**src/rtl/channel_frame_builder.sv**
```systemverilog
// Per-channel ADC framer: packs 16-bit samples into 64-bit header/payload/footer frames.
// Optional footer word (sample count + XOR checksum) enabled by defining FRAME_FOOTER_EN.
module channel_frame_builder #(
  parameter int unsigned S_AXIS_TDATA_WIDTH = 64,
  parameter int unsigned SAMPLE_WIDTH       = 16,
  parameter logic [7:0]  CH_ID              = 8'd0,
  parameter int unsigned FRAME_WORDS        = 16
) (
  input  logic                          TX_ACLK,
  input  logic                          TX_ARESET,
  input  logic [SAMPLE_WIDTH-1:0]       SAMPLE_DATA,
  input  logic                          SAMPLE_VALID,
  input  logic                          TRIGGER,
  output logic [S_AXIS_TDATA_WIDTH-1:0] M_AXIS_TDATA,
  output logic                          M_AXIS_TUSER,
  output logic                          M_AXIS_TLAST,
  output logic                          M_AXIS_TVALID,
  output logic                          BUSY,
  output logic [15:0]                   DROP_CNT
);

  localparam logic [7:0] LP_LAST = 8'(FRAME_WORDS - 1);
`ifdef FRAME_FOOTER_EN
  localparam logic [15:0] LP_NSAMP = 16'(FRAME_WORDS * 4);
  typedef enum logic [1:0] {
    S_IDLE, S_HEADER, S_PAYLOAD, S_FOOTER
  } state_t;
`else
  typedef enum logic [1:0] {
    S_IDLE, S_HEADER, S_PAYLOAD
  } state_t;
`endif

  state_t                          r_state;
  logic [31:0]                     r_ts;
  logic [31:0]                     r_ts_lat;
  logic [15:0]                     r_frame_id;
  logic [47:0]                     r_buf;
  logic [1:0]                      r_idx;
  logic [7:0]                      r_word_cnt;
  logic [S_AXIS_TDATA_WIDTH-1:0]   r_tdata;
  logic                            r_tuser;
  logic                            r_tlast;
  logic                            r_tvalid;
  logic [15:0]                     r_drop_cnt;
`ifdef FRAME_FOOTER_EN
  logic [31:0]                     r_xor;
`endif

  logic [S_AXIS_TDATA_WIDTH-1:0]   w_word;
  logic                            w_last_word;
  logic                            w_busy;

  assign w_word      = {SAMPLE_DATA, r_buf};
  assign w_last_word = (r_word_cnt == LP_LAST);
  assign w_busy      = (r_state != S_IDLE);

  // Free-running timestamp, wraps naturally at 32 bits.
  always_ff @(posedge TX_ACLK or posedge TX_ARESET) begin
    if (TX_ARESET) r_ts <= '0;
    else           r_ts <= r_ts + 32'd1;
  end

  // Count triggers that arrive while a frame is in flight, saturating.
  always_ff @(posedge TX_ACLK or posedge TX_ARESET) begin
    if (TX_ARESET)
      r_drop_cnt <= '0;
    else if (TRIGGER && w_busy && (r_drop_cnt != 16'hFFFF))
      r_drop_cnt <= r_drop_cnt + 16'd1;
  end

  // Frame sequencer with registered stream outputs; valid/user/last are one-cycle strobes.
  always_ff @(posedge TX_ACLK or posedge TX_ARESET) begin
    if (TX_ARESET) begin
      r_state    <= S_IDLE;
      r_ts_lat   <= '0;
      r_frame_id <= '0;
      r_buf      <= '0;
      r_idx      <= '0;
      r_word_cnt <= '0;
      r_tdata    <= '0;
      r_tuser    <= 1'b0;
      r_tlast    <= 1'b0;
      r_tvalid   <= 1'b0;
`ifdef FRAME_FOOTER_EN
      r_xor      <= '0;
`endif
    end else begin
      r_tvalid <= 1'b0;
      r_tuser  <= 1'b0;
      r_tlast  <= 1'b0;
      unique case (r_state)
        S_IDLE: begin
          if (TRIGGER) begin
            r_ts_lat <= r_ts;
            r_state  <= S_HEADER;
          end
        end
        S_HEADER: begin
          r_tdata  <= {8'hA5, CH_ID, r_frame_id, r_ts_lat};
          r_tuser  <= 1'b1;
          r_tvalid <= 1'b1;
          r_state  <= S_PAYLOAD;
        end
        S_PAYLOAD: begin
          if (SAMPLE_VALID) begin
            if (r_idx == 2'd3) begin
              r_tdata  <= w_word;
              r_tvalid <= 1'b1;
              r_idx    <= 2'd0;
`ifdef FRAME_FOOTER_EN
              r_xor    <= r_xor ^ w_word[63:32] ^ w_word[31:0];
`endif
              if (w_last_word) begin
                r_word_cnt <= '0;
`ifdef FRAME_FOOTER_EN
                r_state    <= S_FOOTER;
`else
                r_tlast    <= 1'b1;
                r_frame_id <= r_frame_id + 16'd1;
                r_state    <= S_IDLE;
`endif
              end else begin
                r_word_cnt <= r_word_cnt + 8'd1;
              end
            end else begin
              r_buf[{r_idx, 4'b0000} +: 16] <= SAMPLE_DATA;
              r_idx <= r_idx + 2'd1;
            end
          end
        end
`ifdef FRAME_FOOTER_EN
        S_FOOTER: begin
          r_tdata    <= {8'h5A, CH_ID, LP_NSAMP, r_xor};
          r_tvalid   <= 1'b1;
          r_tlast    <= 1'b1;
          r_xor      <= '0;
          r_frame_id <= r_frame_id + 16'd1;
          r_state    <= S_IDLE;
        end
`endif
        default: r_state <= S_IDLE;
      endcase
    end
  end

  assign M_AXIS_TDATA  = r_tdata;
  assign M_AXIS_TUSER  = r_tuser;
  assign M_AXIS_TLAST  = r_tlast;
  assign M_AXIS_TVALID = r_tvalid;
  assign BUSY          = w_busy;
  assign DROP_CNT      = r_drop_cnt;

endmodule

```
**config.mk**
```make
export PLATFORM = sky130hd
export DESIGN_NAME = channel_frame_builder
export DESIGN_NICKNAME = d
export VERILOG_FILES = /design/src/rtl/channel_frame_builder.sv
export SDC_FILE = /design/constraint.sdc
export NUM_CORES = 1
export LEC_CHECK = 0
export CAP_MARGIN = 40
export CORE_UTILIZATION = 35
export DETAILED_ROUTE_END_ITERATION = 8
export PLACE_DENSITY_LB_ADDON = 0.08
export REMOVE_ABC_BUFFERS = 1
export SLEW_MARGIN = 20
export SYNTH_ARGS = -nofsm -noshare
export SYNTH_HDL_FRONTEND = slang
export SYNTH_SLANG_ARGS = --single-unit
```
**constraint.sdc**
```tcl
create_clock -name TX_ACLK -period 9.1 [get_ports TX_ACLK]
set_clock_uncertainty 0.15 [all_clocks]
set_input_delay 2.275 -clock TX_ACLK [delete_from_list [all_inputs] [get_ports TX_ACLK]]
set_output_delay 2.275 -clock TX_ACLK [all_outputs]
set_load 0.05 [all_outputs]
```
==> results of run 1 <==
sequential cells by signal, summed over array words and instances (netlist names):
signal and flops:
r_word_cnt 8, M_AXIS_TUSER 1, M_AXIS_TVALID 1, r_ts_lat 32, DROP_CNT 16, r_idx 2, r_ts 32, r_state 2
M_AXIS_TLAST 1, r_frame_id 16, r_buf 48, M_AXIS_TDATA 64
per-layer routing:
| metal | track usage [%] | up-vias |
|---|---|---|
| met4 | 4.31 | 0 |
| met5 | 0 | - |
| met3 | 2.22 | 33 |
| met2 | 28.5 | 121 |
| li1 | - | 3057 |
| met1 | 22.6 | 3169 |
layout make-up:
type                    instances  area share (%)
repair buffers                116            10.4
clock buffers                  37            6.29
well taps                     335            3.56
flip-flops and latches        223            47.4
clock inverters                 6           0.701
multi-input cells             538            31.2
inverters                      13           0.478
path summary, 6_finish.rpt:
kind | cells past startpoint | from | slack [ns] | endpoint
worst min register to register | 2 | M_AXIS_TDATA[54] | 0.31 | M_AXIS_TDATA[54]
worst min-delay path | 2 | M_AXIS_TDATA[54] | 0.31 | M_AXIS_TDATA[54]
max in group asynchronous | 4 | TX_ARESET | 5.68 | r_word_cnt[6]
worst max register to register | 8 | r_state[0] | 6.10 | r_frame_id[15]
worst max-delay path | 4 | r_state[1] | 4.45 | BUSY
min in group asynchronous | 2 | TX_ARESET | 2.13 | M_AXIS_TDATA[34]
report_power, final:
group          switching (mW)  leakage [nW]  internal (mW)  total, mW
registers               0.131          3.03           1.16       1.29
clock network           0.389         0.404          0.615       1.00
logic                   0.736          1.83          0.397       1.13
cells by family after synthesis:
group	after synthesis
fa+ha+maj	13
mux	85
simple gates	259
buf+inv	48
compound gates	120
flops	223
xor+xnor	61
worst reg2reg max path, stage by stage, from the launching register on:
cell     delay, ns
dfrtp_1       0.39
inv_1         0.14
ha_4          0.35
buf_4         0.33
buf_16        0.28
nand3_1       0.33
nor4_4        0.55
nand4_1       0.21
xnor2_1       0.16
cells in the mapped netlist (2+ instances only):
cell      instances  area share [%]
nand4b_1          6            0.56
and2_1            2            0.13
a31oi_1           3            0.20
nor3_1            6            0.32
mux2_2           33             3.9
o21ai_0          48             2.5
a21oi_1           7            0.37
and3_1           13            0.86
buf_1             5            0.20
clkbuf_1         25             1.0
nand2_1         131             5.2
nor4b_1           3            0.28
nor3b_1           2            0.16
mux2i_1          49             5.2
nor4b_2           2            0.32
nand3_1          38             2.0
inv_1            13            0.52
nand4_1          20             1.3
mux2_1            3            0.36
nor2_1           16            0.64
xnor2_1          39             3.6
buf_2             4            0.21
o21ai_1          22             1.2
ha_1             13             1.7
a22o_1           32             3.0
nor4_1            2            0.13
xor2_1           22             2.0
and4_1            4            0.37
nor4_2            4            0.53
dfrtp_1         223              59
or3_1             2            0.13
per-stage QoR:
stage	util [%]	area [um2]	power [mW]
6_report	45.0	11800	3.43
5_1_grt	45.0	11800	3.62
4_1_cts	44.7	11700	3.47
3_5_place_dp	41.6	10900	2.45
3_3_place_gp	41.2	10800	2.39
2_1_floorplan	-	9280	2.03
==> results.json, run 1 <==
{
  "status": "complete, but fails checks",
  "violations": "design-rule violations",
  "final_common_cell": "dfrtp_1",
  "path_max_fanout": 7,
  "start_util_pct": 36.0,
  "io_pins": 104,
  "slowest_delay_ns": 0.81,
  "path_buf_inv": 3,
  "slew_viol_final": 0,
  "ant_nets": 0,
  "slew_headroom_pct": 44.7,
  "worst-setup-path-type": "flip-flop to output port",
  "gp_congestion": 0.782,
  "ys.warnings.count": 0,
  "yosys.area_share.simple_pct": 13.9,
  "grt.overflow.total": 0,
  "ys_seq_area_share_pct": 59.2,
  "antennaDiodeCount": 0,
  "dieArea_um2": 27600,
  "synth-compound-area-share_pct": 7.94,
  "worstPathRequired_ns": 6.68,
  "clk_pin_slew_worst_paths_ns": 0.06,
  "synth_xor_area_share_pct": 5.67,
  "whs_ns": 0.314,
  "ctsResizeCount": 0,
  "die_y_um": 166,
  "cts_tree": "built",
  "met1Wirelength_mm": 10.1,
  "wl_per_cell_um": 17.7,
  "wl_met3_um": 802,
  "max_freq_mhz": 215,
  "syn-cell-area_um2": 9420,
  "hpwl_mm": 15.4,
  "path_common_cell": "inv_1",
  "fin_crit_sh_pct": 51.1,
  "synthDistinctLibCells": 48,
  "synth_top_flop_cell": "dfrtp_1",
  "synth_edf_count": 0,
  "crit_chain": "inv_1 -> ha_1 -> inv_1 -> clkdlybuf4s50_1",
  "ir_worst_vdd_mv": 0.176,
  "hold_path.class": "flip-flop to flip-flop",
  "viasPerCell": 5.03,
  "clockBufferDepth": 3,
  "cts_root_buf": "clkbuf_16",
  "placed_cells": 1222,
  "final.setup.worst_slack_ns": 4.45,
  "routed_wirelength_mm": 22.4,
  "critPathTopFamily": "buffers and inverters",
  "grt_first_pass_wirelength_mm": 36.8,
  "tightest_slew_ns": 0.823,
  "rsz0062_at_grt": "false",
  "rows": 59,
  "async_reset_ff_share_pct": 100,
  "cts_hold_buf": 0,
  "dr.first_iter.drc_count": 390,
  "synthAdderAreaFrac_pct": 1.73,
  "route.met2.wl_mm": 11.0,
  "cts.sinks": 223,
  "setup_viol": 0,
  "multi_input_area_um2": 3680,
  "num-fill-cells": 2405,
  "critPathCaptureType": "output port",
  "top_layer": "met4",
  "grt_start_max_net_pins": 103,
  "synth_top_family_by_area": "simple AND/OR/NAND/NOR gates",
  "dieWidth_um": 166,
  "crit_slowest_cell": "clkdlybuf4s50_1",
  "cap_violations": 0,
  "final_cells": 1268,
  "mostFrequentLayoutCells": "dfrtp_1, nand2_1, clkdlybuf4s50_1",
  "drive_above_1_share_pct": 10.5,
  "syn_to_final_growth_pct": 25.1,
  "power.leakage_nw": 5.26,
  "grt_pass1_vias": 6521,
  "cp.arrival_ns": 2.22,
  "cts_made_buffers": 25,
  "finalCriticalPeriod_ns": 4.65,
  "synth.area.mux_share_pct": 9.51,
  "port_buffers": 103,
  "fin_nets": 950,
  "clk_latency_ns": 0.51,
  "powerDensity_nw_per_um2": 291,
  "hold_viol": 0,
  "netlist_instances": 809,
  "coreArea_um2": 26200,
  "post-place-ws_ns": 4.11,
  "syn_avg_cell_area_um2": 11.6,
  "h-tree-depth": 1,
  "post_cts_buffers": 0,
  "ys_ff_latch": 223,
  "drt_first_pass_iters": 7,
  "register_area_um2": 5580,
  "vias": 6380,
  "antenna_found_initial": 0,
  "grt_use_total_pct": 16.8,
  "critPathLaunchType": "flip-flop",
  "drt_drc_violations_left": 8,
  "tns_ns": 0
}
(Power assumes the default switching activity.)
==> inputs of run 2 (changes only) <==
==> constraint.sdc (replaced) <==
create_clock -name TX_ACLK -period 3.8 [get_ports TX_ACLK]
set_clock_uncertainty 0.15 [all_clocks]
set_input_delay 0.95 -clock TX_ACLK [delete_from_list [all_inputs] [get_ports TX_ACLK]]
set_output_delay 0.95 -clock TX_ACLK [all_outputs]
set_load 0.05 [all_outputs]
==> run 2 against run 1 <==
Compared with the run above:
- the run still ends with design-rule violations left
- combinational power up 140%
- wire length up 1.2%
- non-clock buffer count up 3
- register-to-register slack worse by 4.9 ns
- final cell count up 0.32%
- critical endpoint unchanged
- largest cell class unchanged
- highest routed layer unchanged
==> results.json, run 2 (same netlist as run 1, synthesis figures left out) <==
{
  "cts_made_buffers": 25,
  "clk_latency_ns": 0.51,
  "ctsResizeCount": 0,
  "grt.overflow.total": 0,
  "cts_hold_buf": 0,
  "post-place-ws_ns": 0.815,
  "hpwl_mm": 15.5,
  "powerDensity_nw_per_um2": 692,
  "cp.arrival_ns": 2.20,
  "ant_nets": 0,
  "register_area_um2": 5580,
  "violations": "design-rule violations",
  "worst-setup-path-type": "flip-flop to output port",
  "cts_tree": "built",
  "slowest_delay_ns": 0.80,
  "clockBufferDepth": 3,
  "path_max_fanout": 7,
  "grt_start_max_net_pins": 79,
  "mostFrequentLayoutCells": "dfrtp_1, nand2_1, clkdlybuf4s50_1",
  "final.setup.worst_slack_ns": 0.497,
  "setup_viol": 0,
  "largest_reg_flops": 64,
  "fin_nets": 953,
  "antenna_found_initial": 0,
  "rsz0062_at_grt": "false",
  "max_freq_mhz": 303,
  "grt_first_pass_wirelength_mm": 37.8,
  "tightest_slew_ns": 0.747,
  "multi_input_area_um2": 3670,
  "cts_root_buf": "clkbuf_16",
  "io_pins": 104,
  "cts.sinks": 223,
  "ir_worst_vdd_mv": 0.342,
  "crit_chain": "inv_1 -> ha_1 -> inv_1 -> clkdlybuf4s50_1",
  "worstPathRequired_ns": 2.70,
  "dieWidth_um": 166,
  "post_cts_buffers": 0,
  "start_util_pct": 36.0,
  "routed_wirelength_mm": 22.7,
  "grt_use_total_pct": 17.2,
  "critPathLaunchType": "flip-flop",
  "wl_per_cell_um": 17.8,
  "critPathCaptureType": "output port",
  "slew_viol_final": 0,
  "hold_viol": 0,
  "antennaDiodeCount": 0,
  "syn_to_final_growth_pct": 24.6,
  "viasPerCell": 5.00,
  "gp_congestion": 0.807,
  "cap_violations": 0,
  "path_common_cell": "inv_1",
  "power.leakage_nw": 5.26,
  "slew_headroom_pct": 50.2,
  "status": "complete, but fails checks",
  "tns_ns": 0,
  "num-fill-cells": 2393,
  "vias": 6358,
  "coreArea_um2": 26200,
  "drt_first_pass_iters": 9,
  "fin_crit_sh_pct": 86.9,
  "port_buffers": 103,
  "hold_path.class": "flip-flop to flip-flop",
  "clk_pin_slew_worst_paths_ns": 0.06,
  "crit_slowest_cell": "clkdlybuf4s50_1",
  "dieArea_um2": 27600,
  "h-tree-depth": 1,
  "rows": 59,
  "finalCriticalPeriod_ns": 3.30,
  "drive_above_1_share_pct": 10.7,
  "final_common_cell": "dfrtp_1",
  "die_y_um": 166,
  "grt_pass1_vias": 6698,
  "dr.first_iter.drc_count": 419,
  "drt_drc_violations_left": 8
}
==> run 2: changes by cell type in the layout (fill, tap and decap cells not counted), sizes merged <==
cell / before / now
buf: 13 / 16
clkinv: 3 / 5
clkinvlp: 1 / 0
==> run 2: final timing paths <==
check / startpoint / cells past startpoint / to / slack (ns)
min: M_AXIS_TDATA[50] / 2 / M_AXIS_TDATA[50] / 0.32
max reg2reg: r_state[0] / 5 / M_AXIS_TDATA[18] / 1.24
min in group asynchronous: TX_ARESET / 2 / M_AXIS_TDATA[32] / 0.77
max: r_state[0] / 4 / BUSY / 0.50
min reg2reg: M_AXIS_TDATA[50] / 2 / M_AXIS_TDATA[50] / 0.32
max in group asynchronous: TX_ARESET / 3 / M_AXIS_TDATA[54] / 2.03
==> run 2: layer usage <==
layer	GRT usage, %	wire (um)	vias to the layer above
li1	-	-	3056
met1	23.3	10500	3179
met2	29.4	11100	105
met3	2.55	861	18
met4	3.29	226	0
met5	0	0	-
==> run 2: area by class of cell <==
class                   count  share of cell area (%)
flip-flops and latches    223                    47.5
inverters                  13                   0.480
multi-input cells         538                    31.3
repair buffers            119                    10.2
well taps                 335                    3.57
clock buffers              37                    6.22
clock inverters             7                   0.725
==> run 2: through the flow <==
step,power [mW],hold WS (ns),util [%],cell area (um2),instances
CTS,8.24,0.327,44.8,11700,1272
detailed placement,5.81,0.315,41.7,10900,1228
global placement,5.74,0.304,41.7,10900,1227
floorplan,4.85,0.292,-,9280,774
finish,8.13,0.322,44.8,11700,1272
global route,8.58,0.350,44.8,11700,1272
==> run 2: where the power goes <==
group          switching [mW]  total (mW)  internal [mW]  leakage (nW)
registers               0.294        3.07           2.78          3.03
clock network           0.938        2.39           1.46         0.406
logic                    1.75        2.66          0.910          1.83
==> run 2: critical path: cells and delay by family (launching register included) <==
| family | cells | cell delay, ns |
|---|---|---|
| buffers and inverters | 3 | 1.02 |
| flip-flops | 1 | 0.37 |
| adder cells (fa/ha/maj) | 1 | 0.29 |
==> inputs of run 3 (changes only) <==
--- a/config.mk
+++ b/config.mk
@@ -6,6 +6,7 @@
 export NUM_CORES = 1
 export LEC_CHECK = 0
 export CAP_MARGIN = 40
+export CORE_ASPECT_RATIO = 1.2
 export CORE_UTILIZATION = 35
 export DETAILED_ROUTE_END_ITERATION = 8
 export PLACE_DENSITY_LB_ADDON = 0.08
==> run 3 against run 2 <==
Compared with the run above:
- the flow now finishes without violations
- flip-flop and latch count stayed put
- combinational power hardly changed
- first-iteration DRC count shrank 33%
- critical path depth unchanged
- final cell count about the same
- utilization fell by 0.44 points
- global-route usage down 0.087 points
- cell area decreased by 0.45%
- critical endpoint unchanged
- largest cell class unchanged
==> results.json, run 3 (same netlist as run 1, synthesis figures left out) <==
{
  "status": "finished clean",
  "final_area_um2": 11700,
  "finalCriticalPeriod_ns": 3.30,
  "hold_viol": 0,
  "final_cells": 1271,
  "post-place-ws_ns": 0.709,
  "rows": 65,
  "final_util_pct": 44.4,
  "port_buffers": 103,
  "tightest_slew_ns": 0.753,
  "power_frac_clock_pct": 28.2,
  "dr.first_iter.drc_count": 282,
  "grt.overflow.total": 0,
  "cts.sinks": 223,
  "final_common_cell": "dfrtp_1",
  "clk_latency_ns": 0.52,
  "drt_first_pass_iters": 4,
  "tns_ns": 0,
  "path_max_fanout": 7,
  "grt_start_max_net_pins": 81,
  "io_pins": 104,
  "max_freq_mhz": 303,
  "grt.met2_usage_pct": 28.3,
  "setup_viol": 0,
  "ctsResizeCount": 0,
  "cts_root_buf": "clkbuf_16",
  "crit_slowest_cell": "clkdlybuf4s50_1",
  "largest_reg_flops": 64,
  "dieWidth_um": 152,
  "grt_pass1_vias": 6349,
  "wl_per_cell_um": 17.8,
  "clk_pin_slew_worst_paths_ns": 0.06,
  "power_frac_seq_pct": 38.4,
  "worst-setup-path-type": "flip-flop to output port",
  "start_util_pct": 35.8,
  "coreArea_um2": 26400,
  "ir_worst_vdd_mv": 0.405,
  "routed_wirelength_mm": 22.6,
  "grt_first_pass_wirelength_mm": 36.5,
  "grt_use_total_pct": 17.1,
  "clockBufferDepth": 3,
  "placed_cells": 1228,
  "switchingPower_mw": 2.98,
  "powerDensity_nw_per_um2": 683,
  "place_area_um2": 10900,
  "syn_to_final_growth_pct": 24.0,
  "cp.arrival_ns": 2.20,
  "fin_crit_sh_pct": 86.8,
  "final.setup.worst_slack_ns": 0.503,
  "comb_power_share_pct": 33.4,
  "dieArea_um2": 27600,
  "slew_headroom_pct": 49.8,
  "whs_ns": 0.317,
  "cap_violations": 0,
  "slew_viol_final": 0,
  "viasPerCell": 4.90,
  "cts_made_buffers": 25,
  "fin_nets": 953,
  "drt_drc_violations_left": 0,
  "antenna_found_initial": 0,
  "use_met3_pct": 2.26,
  "hpwl_mm": 15.3,
  "worstPathRequired_ns": 2.70,
  "ant_nets": 0,
  "drive_above_1_share_pct": 10.5,
  "h-tree-depth": 1,
  "grtUsageMet1_pct": 23.6,
  "switching_share_pct": 37.3,
  "busiest_layer": "met2",
  "antennaDiodeCount": 0,
  "hold_path.class": "flip-flop to flip-flop",
  "rsz0062_at_grt": "false",
  "critPathCaptureType": "output port",
  "p_int_mw": 5.01,
  "cts_hold_buf": 0,
  "mostFrequentLayoutCells": "dfrtp_1, nand2_1, clkdlybuf4s50_1",
  "power.leakage_nw": 5.23,
  "critPathLaunchType": "flip-flop",
  "post_cts_buffers": 0,
  "cts_tree": "built",
  "total_power_mw": 7.98,
  "die_y_um": 182,
  "slowest_delay_ns": 0.80,
  "vias": 6227,
  "path_common_cell": "inv_1",
  "crit_chain": "inv_1 -> ha_1 -> inv_1 -> clkdlybuf4s50_1",
  "gp_congestion": 0.747
}
[run 3: changes by cell type in the layout (fill, tap and decap cells not counted)]
cell	delta
clkbuf_1	+1
inv_6	+1
bufinv_16	-2
clkinv_2	-1
[run 3: per-layer routing]
| metal | vias to the layer above | wire, um |
|---|---|---|
| li1 | 3067 | - |
| met1 | 3060 | 10500 |
| met2 | 81 | 11100 |
| met3 | 19 | 675 |
| met4 | 0 | 299 |
| met5 | - | 0 |
[run 3: path summary, 6_finish.rpt]
kind | from | to | slack (ns) | cells past startpoint
worst min register to register | M_AXIS_TDATA[53] | M_AXIS_TDATA[53] | 0.32 | 2
max in group asynchronous | TX_ARESET | r_ts_lat[30] | 1.88 | 3
worst max-delay path | r_state[0] | BUSY | 0.50 | 4
min in group asynchronous | TX_ARESET | M_AXIS_TDATA[53] | 0.76 | 2
worst min-delay path | M_AXIS_TDATA[53] | M_AXIS_TDATA[53] | 0.32 | 2
worst max register to register | r_state[0] | r_frame_id[15] | 1.42 | 6
[run 3: power by group through the flow]
stage,combinational (mW),sequential [mW],clock [mW]
5_1_grt,2.91,3.13,2.42
3_5_place_dp,2.72,3.11,0
6_report,2.67,3.07,2.25
3_3_place_gp,2.69,3.11,0
4_1_cts,2.72,3.07,2.34
2_1_floorplan,1.19,3.66,0
[run 3: final cells by class]
cell class / count / area (um2)
Sequential cell: 223 / 5580
Fill cell: 2564 / 14700
Inverter: 13 / 56.3
Clock buffer: 38 / 734
Multi-Input combinational cell: 538 / 3670
Tap cell: 335 / 419
Clock inverter: 5 / 28.8
Timing Repair Buffer: 119 / 1200
[run 3: critical path: cells and delay by family (launching register included)]
family     cells  cell delay (ns)
fa+ha+maj      1             0.30
buf+inv        3             1.03
flops          1             0.37
